### src/rtl/msk_g4_pkg.sv
// Shared GF(4) masking definitions: element type, element width and the
// randomness budget of the d-share encoder.
package msk_g4_pkg;

  localparam int unsigned G4_W = 2;

  typedef logic [G4_W-1:0] g4_t;

  // Random bits consumed per encoded element: one fresh GF(4) mask per extra share.
  function automatic int unsigned g4_enc_n_rnd(input int unsigned d);
    return G4_W * (d - 1);
  endfunction

endpackage

### src/rtl/msk_g4_prng_xs64.sv
// xorshift64 generator (13/7/17); state reloads the seed on reset and advances
// once per step.
module msk_g4_prng_xs64 (
  input  logic        clk,
  input  logic        rst_n,
  input  logic        step,
  input  logic [63:0] seed,
  output logic [63:0] state
);

  logic [63:0] s1;
  logic [63:0] s2;
  logic [63:0] nxt;

  always_comb begin
    s1  = state ^ (state << 13);
    s2  = s1 ^ (s1 >> 7);
    nxt = s2 ^ (s2 << 17);
  end

  always_ff @(posedge clk or negedge rst_n) begin
    if (!rst_n) begin
      state <= seed;
    end else if (step) begin
      state <= nxt;
    end
  end

endmodule

### src/rtl/msk_g4_encoder.sv
// Streaming d-share Boolean masking encoder for GF(4), bit-sliced output lanes.
// Build option: define MSK_ENC_PRNG_EN to source masks from the internal xorshift64.
`ifndef DEFAULTSHARES
`define DEFAULTSHARES 2
`endif

module msk_g4_encoder
  import msk_g4_pkg::*;
#(
  parameter int unsigned d         = `DEFAULTSHARES,
  parameter logic [63:0] PRNG_SEED = 64'h0123456789ABCDEF
) (
  input  logic                         clk,
  input  logic                         rst_n,
  input  logic [G4_W-1:0]              in_data,
  input  logic                         in_valid,
  output logic                         in_ready,
  input  logic [g4_enc_n_rnd(d)-1:0]   rnd,
  input  logic                         rnd_valid,
  output logic                         rnd_ready,
  output logic [d-1:0]                 out0,
  output logic [d-1:0]                 out1,
  output logic                         out_valid,
  input  logic                         out_ready,
  output logic [15:0]                  enc_count
);

  localparam int unsigned N_RND = g4_enc_n_rnd(d);

  logic             rnd_ok;
  logic [N_RND-1:0] r_cur;
  logic             acc;
  logic             b_adv;
  logic             b_load;

  logic             a_valid;
  g4_t              a_x;
  logic [N_RND-1:0] a_r;
  logic             b_valid;

  g4_t              sh0;
  logic [d-1:0]     b0_nxt;
  logic [d-1:0]     b1_nxt;

`ifdef MSK_ENC_PRNG_EN
  logic [63:0] prng_state;
  logic        unused_ext;

  msk_g4_prng_xs64 u_prng (
    .clk   (clk),
    .rst_n (rst_n),
    .step  (acc),
    .seed  (PRNG_SEED),
    .state (prng_state)
  );

  assign unused_ext = ^{rnd, rnd_valid, prng_state};
  assign rnd_ok     = 1'b1;
  assign r_cur      = prng_state[N_RND-1:0];
  assign rnd_ready  = 1'b0;
`else
  logic unused_seed;

  assign unused_seed = ^PRNG_SEED;
  assign rnd_ok      = rnd_valid;
  assign r_cur       = rnd;
  assign rnd_ready   = acc;
`endif

  // rst_n gates the handshake so nothing is offered while reset is held.
  assign b_adv     = !b_valid | out_ready;
  assign in_ready  = rst_n & rnd_ok & (!a_valid | b_adv);
  assign acc       = in_valid & in_ready;
  assign b_load    = a_valid & b_adv;
  assign out_valid = b_valid;

  // Share 0 folds every mask into x using stage A registers only.
  always_comb begin
    sh0    = a_x;
    b0_nxt = '0;
    b1_nxt = '0;
    for (int unsigned i = 1; i < d; i++) begin
      sh0       = sh0 ^ a_r[2*(i-1) +: 2];
      b0_nxt[i] = a_r[2*(i-1)];
      b1_nxt[i] = a_r[2*(i-1)+1];
    end
    b0_nxt[0] = sh0[0];
    b1_nxt[0] = sh0[1];
  end

  always_ff @(posedge clk or negedge rst_n) begin
    if (!rst_n) begin
      a_valid <= 1'b0;
      a_x     <= '0;
      a_r     <= '0;
    end else begin
      if (acc) begin
        a_valid <= 1'b1;
        a_x     <= in_data;
        a_r     <= r_cur;
      end else if (b_load) begin
        a_valid <= 1'b0;
      end
    end
  end

  always_ff @(posedge clk or negedge rst_n) begin
    if (!rst_n) begin
      b_valid <= 1'b0;
      out0    <= '0;
      out1    <= '0;
    end else begin
      if (b_load) begin
        b_valid <= 1'b1;
        out0    <= b0_nxt;
        out1    <= b1_nxt;
      end else if (b_adv) begin
        b_valid <= 1'b0;
      end
    end
  end

  always_ff @(posedge clk or negedge rst_n) begin
    if (!rst_n) begin
      enc_count <= '0;
    end else if (b_valid & out_ready) begin
      enc_count <= enc_count + 16'd1;
    end
  end

endmodule

### config.mk
export PLATFORM = sky130hd
export DESIGN_NAME = msk_g4_encoder
export DESIGN_NICKNAME = d
export VERILOG_FILES = /design/src/rtl/msk_g4_pkg.sv /design/src/rtl/msk_g4_prng_xs64.sv /design/src/rtl/msk_g4_encoder.sv
export SDC_FILE = /design/constraint.sdc
export NUM_CORES = 1
export LEC_CHECK = 0
export ABC_CLOCK_PERIOD_IN_PS = 1770
export CAP_MARGIN = 5
export CELL_PAD_IN_SITES_DETAIL_PLACEMENT = 0
export CELL_PAD_IN_SITES_GLOBAL_PLACEMENT = 1
export CORE_ASPECT_RATIO = 0.9
export CORE_MARGIN = 2
export CORE_UTILIZATION = 35
export DETAILED_ROUTE_END_ITERATION = 8
export PLACE_DENSITY_LB_ADDON = 0.1
export SLEW_MARGIN = 30
export SYNTH_ARGS = -nofsm -noshare
export SYNTH_HDL_FRONTEND = slang
export SYNTH_SLANG_ARGS = --single-unit
### constraint.sdc
create_clock -name clk -period 1.77 [get_ports clk]
set_input_delay 0.354 -clock clk [delete_from_list [all_inputs] [get_ports clk]]
set_output_delay 0.354 -clock clk [all_outputs]
set_load 0.05 [all_outputs]
==> flow_metrics.env <==
export IMPL_run_status="finished clean"
export IMPL_antenna_left=0
export IMPL_antenna_found_initial=0
export IMPL_hpwlAfterDp_um=1489
export IMPL_drc=0
export IMPL_max_clock_freq_mhz=585.2
export IMPL_start_util=0.3639
export IMPL_finalNetCount=147
export IMPL_hold_viol_final=0
export IMPL_netlist_area_mm2=0.001099
export IMPL_rsz0062_at_grt="false"
export IMPL_worstMarginPinSlew_ns=0.3335
export IMPL_end_kind="output pin"
export IMPL_numClockSinks=26
export IMPL_track_usage=0.1220
export IMPL_gp_congestion=0.7282
export IMPL_yosysSeqAreaShare=0.5923
export IMPL_grt_pass1_vias=758
export IMPL_clock_latency_ns=0.32
export IMPL_clkSlewWorstSetupHoldPaths_ns=0.15
export IMPL_vdd_drop_max_mv=0.7674
export IMPL_grt_overflow=0
export IMPL_powerDensity_mw_per_mm2=1172
export IMPL_place_area_mm2=0.001494
export IMPL_hp_class="in -> async"
export IMPL_core_area_mm2=0.003019
export IMPL_antennaDiodeCount=0
export IMPL_p_leak_nw=0.7657
export IMPL_required_ns=1.42
export IMPL_avgRoutedWirePerCell_um=11.05
export IMPL_port_buffers=31
export IMPL_syn_inst=91
export IMPL_areaGrowthSynthToFinish_pct=43.17
export IMPL_ios=32
export IMPL_firstDrtPassIters=4
export IMPL_cts_tree="done"
export IMPL_rows=19
export IMPL_final_area_mm2=0.001573
export IMPL_finish_utilization=0.5209
export IMPL_ys_warn_count=0
export IMPL_min_period_ns=1.709
export IMPL_clockRootBuffer="clkbuf_4"
export IMPL_maxSlewViolCount=0
export IMPL_via_per_inst=4.466
export IMPL_critPathKind="in -> out"
export IMPL_crit_path_start_kind="primary input"
export IMPL_period_share=0.9654
export IMPL_ys_types=20
export IMPL_grt_pass1_wl_um=3367
export IMPL_setup_violations=0
export IMPL_wl_um=1967
export IMPL_cp_data_arrival_time_ns=1.35
export IMPL_drt_iter0_drc=16
export IMPL_htree_levels=1
export IMPL_cts_buffers=3
export IMPL_worst_path_max_fanout=2
export IMPL_maxCapViolations=0
export IMPL_synth_seq_cells=26
export IMPL_syn_num_nets=101
export IMPL_setup_tns_final_ns=0
export IMPL_dieHeight_um=57.15
export IMPL_grt_start_max_net_pins=27
export IMPL_clock_skew_ns=0.008235
export IMPL_die_w_um=63.06
export IMPL_cts_buffer_depth=2
export IMPL_die_area_mm2=0.003604
export IMPL_drive_gt1_frac=0.3824
export IMPL_vias=795
export IMPL_slew_headroom=0.7777
export IMPL_synth_avg_cell_area_um2=12.07
## synth_stat cells
library cell | count | area [µm²]
nor2_1 | 7 | 26.28
nand4_2 | 1 | 12.51
dfrtp_1 | 26 | 650.6
or2_2 | 1 | 6.260
nand2_1 | 12 | 45.04
ha_1 | 1 | 12.51
xnor2_1 | 10 | 87.58
nor3_1 | 1 | 5.000
and3_1 | 1 | 6.260
nand4_1 | 3 | 18.77
xor2_1 | 7 | 61.31
o21ai_0 | 2 | 10.01
mux2_2 | 7 | 78.83
nand2b_1 | 2 | 12.51
nand3_1 | 4 | 20.02
inv_1 | 2 | 7.510
and4_1 | 1 | 8.760
nor3_2 | 1 | 10.01
or3_4 | 1 | 11.26
nand3b_1 | 1 | 7.510
## final timing paths
check / from / end / slack (ns) / depth (start not counted)
worst min-delay path: rst_n / enc_count[7] / 0.48 / 2
worst max-delay path: rst_n / rnd_ready / 0.06 / 5
worst max register to register: out_valid / enc_count[15] / 0.31 / 6
worst min register to register: enc_count[15] / enc_count[15] / 0.48 / 1
max in group asynchronous: rst_n / out_valid / 1.02 / 2
min in group clk: enc_count[15] / enc_count[15] / 0.48 / 1
## worst max-delay path, stage by stage
cell and delay, ns:
clkdlybuf4s50_1 0.52, and3_4 0.22, nand2_4 0.06, clkinvlp_4 0.07, buf_12 0.13
## placed cells by master (no fill, tap or decap), types with 2 or more instances in the layout
cell type	instances
xnor2_1	10
buf_12	2
clkdlybuf4s50_1	7
nand2b_1	2
mux2_2	7
o21ai_0	2
nand3_1	4
xor2_1	7
nor2_1	7
clkbuf_4	3
nand4_1	3
buf_4	31
nand2_1	11
dfrtp_1	25
## area by class of cell
cell class | count | area [µm²]
clock buffer | 3 | 22.52
clock inverter | 1 | 30.03
fill | 292 | 1446
inverter | 2 | 11.26
multi-input combinational | 63 | 452.9
sequential | 26 | 651.9
tap | 42 | 52.55
timing repair buffer | 41 | 351.6
## routing by layer
metal	track usage	routed length (µm)	up-vias
met2	0.1809	910	18
li1	-	-	395
met5	0	0	-
met1	0.1671	933	380
met3	0.02761	100	2
met4	0.06667	23	0
## report_power, final
part | switching (mW) | internal (mW) | leakage, nW
logic | 0.412 | 0.236 | 0.400
clock network | 0.177 | 0.229 | 0.0279
registers | 0.0930 | 0.696 | 0.338
total | 0.682 | 1.16 | 0.766
## what timing repair did
item,CTS,global route
pin swaps,1,0
gates resized for setup,2,0
buffers inserted,0,3
hold buffers,0,0
gates cloned,0,0
setup endpoints to repair,2,2
## stage by stage
stage	power, mW	setup WS, ns	std cells	hold slack [ns]
after floorplan	1.220	0.04396	91	0.05841
after global placement	1.438	-0.07959	171	0.4616
after detailed placement	1.449	-0.09630	171	0.4626
after CTS	1.864	0.02459	175	0.4831
after global routing	1.942	0.007443	178	0.5015
final	1.843	0.06122	178	0.4785
## state kept, by name, summed over array words and instances (netlist names)
signal     count
a_x            2
a_valid        1
out_valid      1
out1           2
out0           2
enc_count     16
a_r            2
## kinds of logic after synthesis
logic type / Yosys count / synth area share
AND/OR/NAND/NOR: 36 / 0.1731
XOR/XNOR: 17 / 0.1355
AO/OA/AOI/OAI: 2 / 0.009112
buffers and inverters: 2 / 0.006836
multiplexers: 7 / 0.07176
flip-flops: 26 / 0.5923
adder cells (fa/ha/maj): 1 / 0.01139
No activity file was read; power rests on OpenSTA's default activity.
